$ cat config.mk
export PLATFORM = sky130hd
export DESIGN_NAME = csr_decoder
export DESIGN_NICKNAME = d
export VERILOG_FILES = /design/src/rtl/csr_pkg.sv /design/src/rtl/csr_entry_fifo.sv /design/src/rtl/csr_decoder.sv
export SDC_FILE = /design/constraint.sdc
export NUM_CORES = 1
export LEC_CHECK = 0
export CAP_MARGIN = 20
export CORE_UTILIZATION = 50
export DETAILED_ROUTE_END_ITERATION = 10
export DONT_BUFFER_PORTS = 1
export PLACE_DENSITY = 0.73
export SYNTH_ARGS = -nofsm -noshare
export SYNTH_HDL_FRONTEND = slang
export SYNTH_SLANG_ARGS = --single-unit
export TNS_END_PERCENT = 20
$ cat constraint.sdc
create_clock -name clk -period 5.5 [get_ports clk]
set_clock_uncertainty 0.2 [all_clocks]
set_input_delay 1.1 -clock clk [delete_from_list [all_inputs] [get_ports clk]]
set_output_delay 1.1 -clock clk [all_outputs]
set_load 0.02 [all_outputs]
$ cat src/rtl/csr_pkg.sv
// Shared types and default geometry for the sparse-to-dense CSR image decoder.
package csr_pkg;

    localparam int COL_LENGTH         = 8;
    localparam int WORD_LENGTH        = 8;
    localparam int DOUBLE_WORD_LENGTH = 16;
    localparam int IMAGE_SIZE         = 28;
    localparam int FIFO_DEPTH         = 4;
    localparam int PIXELS             = IMAGE_SIZE * IMAGE_SIZE;

    typedef enum logic [1:0] {
        IDLE = 2'd0,
        SCAN = 2'd1,
        DONE = 2'd2
    } state_e;

endpackage

$ cat src/rtl/csr_entry_fifo.sv
// Small circular buffer holding {linear index, value} entries ahead of the pixel walker.
module csr_entry_fifo #(
    parameter int width      = 24,
    parameter int fifo_depth = 4
) (
    input  logic                             clk,
    input  logic                             rst,
    input  logic                             push,
    input  logic                             pop,
    input  logic                             flush,
    input  logic [width-1:0]                 wdata,
    output logic [width-1:0]                 rdata,
    output logic                             full,
    output logic                             empty,
    output logic [$clog2(fifo_depth+1)-1:0]  count_next
);

    localparam int AW = (fifo_depth > 1) ? $clog2(fifo_depth) : 1;
    localparam int CW = $clog2(fifo_depth + 1);
    localparam logic [AW-1:0] LAST_PTR = AW'(fifo_depth - 1);

    logic [width-1:0] mem_q [fifo_depth];
    logic [AW-1:0]    wr_ptr_q, wr_ptr_d, rd_ptr_q, rd_ptr_d;
    logic [CW-1:0]    count_q, count_d;
    logic             push_s, pop_s;

    assign full       = (count_q == CW'(fifo_depth));
    assign empty      = (count_q == {CW{1'b0}});
    assign rdata      = mem_q[rd_ptr_q];
    assign push_s     = push && !full && !flush;
    assign pop_s      = pop && !empty && !flush;
    assign count_next = count_d;

    // Next pointer/occupancy; flush discards everything at once.
    always_comb begin
        wr_ptr_d = wr_ptr_q;
        rd_ptr_d = rd_ptr_q;
        count_d  = count_q;
        if (flush) begin
            wr_ptr_d = {AW{1'b0}};
            rd_ptr_d = {AW{1'b0}};
            count_d  = {CW{1'b0}};
        end else begin
            if (push_s) begin
                wr_ptr_d = (wr_ptr_q == LAST_PTR) ? {AW{1'b0}} : wr_ptr_q + AW'(1);
            end else begin
                wr_ptr_d = wr_ptr_q;
            end
            if (pop_s) begin
                rd_ptr_d = (rd_ptr_q == LAST_PTR) ? {AW{1'b0}} : rd_ptr_q + AW'(1);
            end else begin
                rd_ptr_d = rd_ptr_q;
            end
            count_d = count_q + CW'(push_s) - CW'(pop_s);
        end
    end

    // Pointer and occupancy registers.
    always_ff @(posedge clk or negedge rst) begin
        if (!rst) begin
            wr_ptr_q <= {AW{1'b0}};
            rd_ptr_q <= {AW{1'b0}};
            count_q  <= {CW{1'b0}};
        end else begin
            wr_ptr_q <= wr_ptr_d;
            rd_ptr_q <= rd_ptr_d;
            count_q  <= count_d;
        end
    end

    // Entry storage needs no reset: occupancy gates every read.
    always_ff @(posedge clk) begin
        if (push_s) begin
            mem_q[wr_ptr_q] <= wdata;
        end
    end

endmodule

$ cat src/rtl/csr_decoder.sv
// Expands a stream of (row, col, value) nonzero entries into a dense raster of
// image_size*image_size pixels, filling gaps with zeros and dropping misordered entries.
module csr_decoder
    import csr_pkg::*;
#(
    parameter int col_length         = COL_LENGTH,
    parameter int word_length        = WORD_LENGTH,
    parameter int double_word_length = DOUBLE_WORD_LENGTH,
    parameter int image_size         = IMAGE_SIZE,
    parameter int fifo_depth         = FIFO_DEPTH
) (
    input  logic                          clk,
    input  logic                          rst,
    input  logic                          start,
    input  logic [double_word_length-1:0] nnz,
    input  logic                          in_valid,
    output logic                          in_ready,
    input  logic [word_length-1:0]        in_value,
    input  logic [col_length-1:0]         in_col,
    input  logic [col_length-1:0]         in_row,
    output logic                          out_valid,
    input  logic                          out_ready,
    output logic [word_length-1:0]        out_data,
    output logic                          out_last,
    output logic                          done,
    output logic                          order_err
);

    localparam int DW = double_word_length;
    localparam int EW = DW + word_length;
    localparam int CW = $clog2(fifo_depth + 1);
    localparam logic [DW-1:0] PIX_END  = DW'(image_size * image_size);
    localparam logic [DW-1:0] PIX_LAST = DW'(image_size * image_size - 1);

    state_e                 state_q, state_d;
    logic [DW-1:0]          pix_q, pix_d, used_q, used_d, nnz_q, nnz_d;
    logic                   out_valid_q, out_valid_d, out_last_q, out_last_d;
    logic                   done_q, done_d, order_err_q, order_err_d, in_ready_q, in_ready_d;
    logic [word_length-1:0] out_data_q, out_data_d, head_val_s;
    logic [DW-1:0]          in_idx_s, head_idx_s, slot_s;
    logic [EW-1:0]          head_s;
    logic [CW-1:0]          count_next_s;
    logic                   push_s, pop_s, flush_s, discard_s, fill_s;
    logic                   out_fire_s, full_s, empty_s, quota_s;

    assign in_idx_s   = DW'(in_row) * DW'(image_size) + DW'(in_col);
    assign {head_idx_s, head_val_s} = head_s;
    // The output register holds pixel pix while valid, so the next slot is one beyond it.
    assign slot_s     = out_valid_q ? pix_q + DW'(1) : pix_q;
    assign quota_s    = (used_q >= nnz_q);
    assign out_fire_s = out_valid_q && out_ready;
    assign push_s     = in_valid && in_ready_q && !full_s && !discard_s;
    assign in_ready_d = (state_d != DONE) && (count_next_s < CW'(fifo_depth));
    assign done_d     = (state_d == DONE);

    csr_entry_fifo #(
        .width      (EW),
        .fifo_depth (fifo_depth)
    ) u_fifo (
        .clk        (clk),
        .rst        (rst),
        .push       (push_s),
        .pop        (pop_s),
        .flush      (flush_s),
        .wdata      ({in_idx_s, in_value}),
        .rdata      (head_s),
        .full       (full_s),
        .empty      (empty_s),
        .count_next (count_next_s)
    );

    // Per-slot decision: emit the head, emit a zero, drop a bad head, or stall.
    always_comb begin
        state_d     = state_q;
        used_d      = used_q;
        nnz_d       = nnz_q;
        out_valid_d = out_valid_q;
        out_data_d  = out_data_q;
        out_last_d  = out_last_q;
        order_err_d = order_err_q;
        pop_s       = 1'b0;
        flush_s     = 1'b0;
        discard_s   = 1'b0;
        fill_s      = 1'b0;
        if (out_fire_s) begin
            out_valid_d = 1'b0;
            out_last_d  = 1'b0;
            pix_d       = out_last_q ? pix_q : pix_q + DW'(1);
        end else begin
            pix_d       = pix_q;
        end
        case (state_q)
            IDLE: begin
                if (start) begin
                    state_d     = SCAN;
                    nnz_d       = nnz;
                    pix_d       = {DW{1'b0}};
                    used_d      = {DW{1'b0}};
                    order_err_d = 1'b0;
                end else begin
                    state_d     = IDLE;
                end
            end
            SCAN: begin
                discard_s = in_valid && in_ready_q && quota_s;
                fill_s    = !out_valid_q || (out_ready && !out_last_q);
                if (discard_s) begin
                    order_err_d = 1'b1;
                end else begin
                    order_err_d = order_err_q;
                end
                if (fill_s && !empty_s && (head_idx_s >= PIX_END || head_idx_s < slot_s)) begin
                    pop_s       = 1'b1;
                    used_d      = used_q + DW'(1);
                    order_err_d = 1'b1;
                end else if (fill_s && !empty_s && head_idx_s == slot_s) begin
                    pop_s       = 1'b1;
                    used_d      = used_q + DW'(1);
                    out_valid_d = 1'b1;
                    out_data_d  = head_val_s;
                    out_last_d  = (slot_s == PIX_LAST);
                end else if (fill_s && (!empty_s || quota_s)) begin
                    out_valid_d = 1'b1;
                    out_data_d  = {word_length{1'b0}};
                    out_last_d  = (slot_s == PIX_LAST);
                end else begin
                    pop_s       = 1'b0;
                end
                if (out_fire_s && out_last_q) begin
                    state_d = DONE;
                end else begin
                    state_d = SCAN;
                end
            end
            DONE: begin
                flush_s     = 1'b1;
                order_err_d = order_err_q | !empty_s;
                state_d     = IDLE;
            end
            default: begin
                state_d = IDLE;
            end
        endcase
    end

    // State, counters and registered outputs.
    always_ff @(posedge clk or negedge rst) begin
        if (!rst) begin
            state_q     <= IDLE;
            pix_q       <= {DW{1'b0}};
            used_q      <= {DW{1'b0}};
            nnz_q       <= {DW{1'b0}};
            out_valid_q <= 1'b0;
            out_data_q  <= {word_length{1'b0}};
            out_last_q  <= 1'b0;
            done_q      <= 1'b0;
            order_err_q <= 1'b0;
            in_ready_q  <= 1'b0;
        end else begin
            state_q     <= state_d;
            pix_q       <= pix_d;
            used_q      <= used_d;
            nnz_q       <= nnz_d;
            out_valid_q <= out_valid_d;
            out_data_q  <= out_data_d;
            out_last_q  <= out_last_d;
            done_q      <= done_d;
            order_err_q <= order_err_d;
            in_ready_q  <= in_ready_d;
        end
    end

    assign in_ready  = in_ready_q;
    assign out_valid = out_valid_q;
    assign out_data  = out_data_q;
    assign out_last  = out_last_q;
    assign done      = done_q;
    assign order_err = order_err_q;

endmodule
==> results.py <==
metrics = {
    "outcome": {
        "status": "complete, no violations",
    },
    "timing": {
        "rsz0062_at_grt": "false",
        "min_period_ns": 5.02,
        "period_share_pct": 91.3,
        "finalHoldViolations": 0,
        "tns_ns": 0,
        "relSlewSlack_pct": 33.1,
        "tightestPinTransition_ns": 0.997,
        "max_freq_mhz": 199,
        "hold_slack_ns": 0.157,
        "slew_violations": 0,
        "finalSetupViolCount": 0,
    },
    "floorplan": {
        "io_pins": 58,
        "core_region_area_um2": 16500,
        "die_area_um2": 17400,
        "initial_core_util_pct": 51.2,
        "die_h_um": 132,
        "die_width_um": 132,
        "num_rows": 47,
    },
    "synthesis": {
        "yosysUniqueCellTypes": 59,
        "syn_nets": 821,
        "synth_edf_count": 88,
        "yosys_warnings": 0,
        "avgSynthCellArea_um2": 12.0,
        "synth_top_area_share_pct": 31.2,
        "yosys.area.top_type": "edfxtp_1",
        "yosysMostFrequentCell": "edfxtp_1",
        "ys_top_cells_by_area": "edfxtp_1 (31%), dfrtp_1 (21%), ha_1 (8.7%), mux4_2 (5.9%), nand2_1 (2.8%)",
        "syn_area_um2": 8460,
        "yosysSeqAreaShare_pct": 51.9,
        "ys_async_sr_fraction_pct": 44.3,
        "syn_inst": 707,
        "ys_seq_elements": 158,
        "synth-main-ff-cell": "edfxtp_1",
        "synthTopCellsByCount": "edfxtp_1 (88), dfrtp_1 (70), nand2_1 (64)",
    },
    "place": {
        "gp_congestion": 0.826,
        "hpwl_mm": 11.6,
        "place_area_um2": 8730,
        "io_buffers": 0,
    },
    "global_routing": {
        "grt_pass1_vias": 5688,
        "antenna_found_initial": 0,
        "grt_pass1_wl_mm": 27.6,
        "grt.total_usage_pct": 20.3,
        "grt_max_degree": 71,
        "overflow": 0,
    },
    "setup_path": {
        "crit_path_end_kind": "flip-flop",
        "crit_path_max_fanout": 6,
        "cpMostUsedCell": "ha_1",
        "crit_chain": "ha_1, and3_1, nand4_1, nor3_1, xnor2_1, ha_1, nand2_1, nor4_1, a21boi_0, or4_1, and3_1, a211oi_1, buf_4, nor2b_1, ha_1, inv_1, ha_1, inv_1, fa_1, xnor2_1, nor2_1, nor2_1",
        "required_ns": 5.61,
        "cp_slowest_cell": "or4_1",
        "max_stage_delay_ns": 0.54,
        "path_class": "flip-flop to flip-flop",
        "cp.arrival_ns": 5.13,
        "setup.worst_path.start_class": "flip-flop",
    },
    "cells_and_area": {
        "utilization_pct": 56.4,
        "design_area_um2": 9320,
        "n_fill_cell": 1321,
        "multiInputGateArea_um2": 3820,
        "nets": 829,
        "drive_gt1_share_pct": 11.0,
        "seqCellArea_um2": 4390,
        "area_growth_pct": 10.1,
        "diodes": 0,
    },
    "routing": {
        "drt_iter0_drc": 440,
        "num_vias": 5370,
        "wl_per_cell_um": 17.2,
        "via_per_inst": 5.66,
        "routed_wl_mm": 16.3,
        "ant_nets": 0,
        "drc_errors": 0,
        "drtPass1Iterations": 4,
    },
    "cts": {
        "clk_path_buf_depth": 2,
        "path_clk_slew_ns": 0.07,
        "clk_latency_ns": 0.44,
        "cts_resized": 0,
        "cts_buffers": 17,
        "cts_setup_buffers": 0,
        "cts_hold_buf": 0,
        "htree_levels": 4,
        "clock_sinks": 158,
        "cts.root.buffer_cell": "clkbuf_16",
        "tritoncts": "built",
    },
    "power_and_ir_drop": {
        "p_switching_mw": 1.58,
        "internal-power_mw": 2.87,
        "combPwrFrac_pct": 35.1,
        "seq_power_share_pct": 39.2,
        "p_leak_nw": 3.72,
        "power.density_nw_per_um2": 477,
        "clkPwrFrac_pct": 25.7,
        "swShare_pct": 35.5,
        "ir_drop_uv": 310,
    },
    "worst_hold_path": {
        "hold_path_class": "input port to asynchronous set/reset pin",
    },
    "flow_run": {
        "max_cap_violations": 0,
    },
}
-- final timing paths --
| path | cells after the start | to | from | slack, ns |
|---|---|---|---|---|
| max | 22 | in_ready$_DFF_PN0_ | pix_q[0]$_DFF_PN0_ | 0.48 |
| min | 0 | used_q[8]$_DFFE_PN0P_ | rst | 0.16 |
| max reg2reg | 22 | in_ready$_DFF_PN0_ | pix_q[0]$_DFF_PN0_ | 0.48 |
| min reg2reg | 1 | used_q[15]$_DFFE_PN0P_ | used_q[15]$_DFFE_PN0P_ | 0.33 |
| max in group asynchronous | 0 | u_fifo.wr_ptr_q[1]$_DFFE_PN0P_ | rst | 4.82 |
| min in group clk | 1 | used_q[15]$_DFFE_PN0P_ | used_q[15]$_DFFE_PN0P_ | 0.33 |
-- routing by layer --
metal  vias to the layer above  part of all wire [%]  global-route usage (%)  wire length [um]
met5                         -                     0                       0                 0
met4                         0                   1.5                    8.20               244
met3                        18                   5.5                    4.77               893
met2                       123                    49                    32.9              8040
met1                      2635                    44                    26.3              7100
li1                       2594                     -                       -                 -
-- critical path: cells and delay by family (launching register included) --
family | cells | cell delay (ns)
XOR/XNOR | 2 | 0.32
buffers and inverters | 3 | 0.28
AND/OR/NAND/NOR | 10 | 2.01
flip-flops | 1 | 0.46
AO/OA/AOI/OAI | 2 | 0.34
adder cells (fa/ha/maj) | 5 | 1.28
-- placed cells by master (no fill, tap or decap), drive strengths merged, types with 3 or more instances in the layout --
cell,instances
o21bai,5
mux2i,8
nor2,54
nand2,64
fa,10
a21oi,21
or4,3
ha,59
xor2,20
a21o,7
nand4,17
a31oi,5
or2,4
inv,44
clkbuf,17
nand2b,5
mux4,22
and3,12
o31ai,5
o211ai,3
a221oi,3
nor4,3
xnor2,24
edfxtp,88
and2,7
a211o,4
nor2b,16
a221o,4
buf,13
dfrtp,70
and4b,3
nor3,13
clkinv,7
o21ai,41
mux2,8
nand3,15
-- cell type report --
cell class                 instances  share of cell area, %
clock inverter                    15                   1.77
inverter                          38                   1.53
multi-input combinational        487                   41.0
sequential                       158                   47.2
tap                              220                   2.95
clock buffer                      17                   4.56
timing repair buffer              13                   1.05
-- through the flow --
step                worst slack, ns  power, mW  std cells
floorplan                     0.539       2.93        707
global placement              0.730       3.23        916
detailed placement            0.528       3.34        916
CTS                           0.479       4.49        948
global route                 0.0663       4.75        948
finish                        0.478       4.45        948
-- cells by family (layout without fill, tap and decap cells) --
kind of cell / after synthesis / count (layout) / share of synthesized area [%]
simple gates: 224 / 224 / 13.0
mux: 38 / 38 / 7.87
fa+ha+maj: 69 / 69 / 11.1
xor+xnor: 44 / 44 / 4.55
compound gates: 112 / 112 / 8.65
buf+inv: 62 / 83 / 2.94
flops: 158 / 158 / 51.9
-- flip-flops by register name, summed over array words and instances (netlist names) --
name	flops
order_err	1
pix_q	16
in_ready	1
u_fifo.rd_ptr_q	2
used_q	16
u_fifo.wr_ptr_q	2
out_last	1
state_q	2
u_fifo.mem_q	88
done	1
out_data	8
u_fifo.count_q	3
nnz_q	16
out_valid	1
-- power by group through the flow --
| stage | Combinational (mW) | Clock (mW) | Sequential, mW |
|---|---|---|---|
| 2_1_floorplan | 1.24 | 0 | 1.70 |
| 3_3_place_gp | 1.48 | 0 | 1.75 |
| 3_5_place_dp | 1.57 | 0 | 1.77 |
| 4_1_cts | 1.58 | 1.17 | 1.74 |
| 5_1_grt | 1.76 | 1.21 | 1.77 |
| 6_report | 1.56 | 1.14 | 1.74 |
Note: power is estimated with default switching activity, not from simulation.
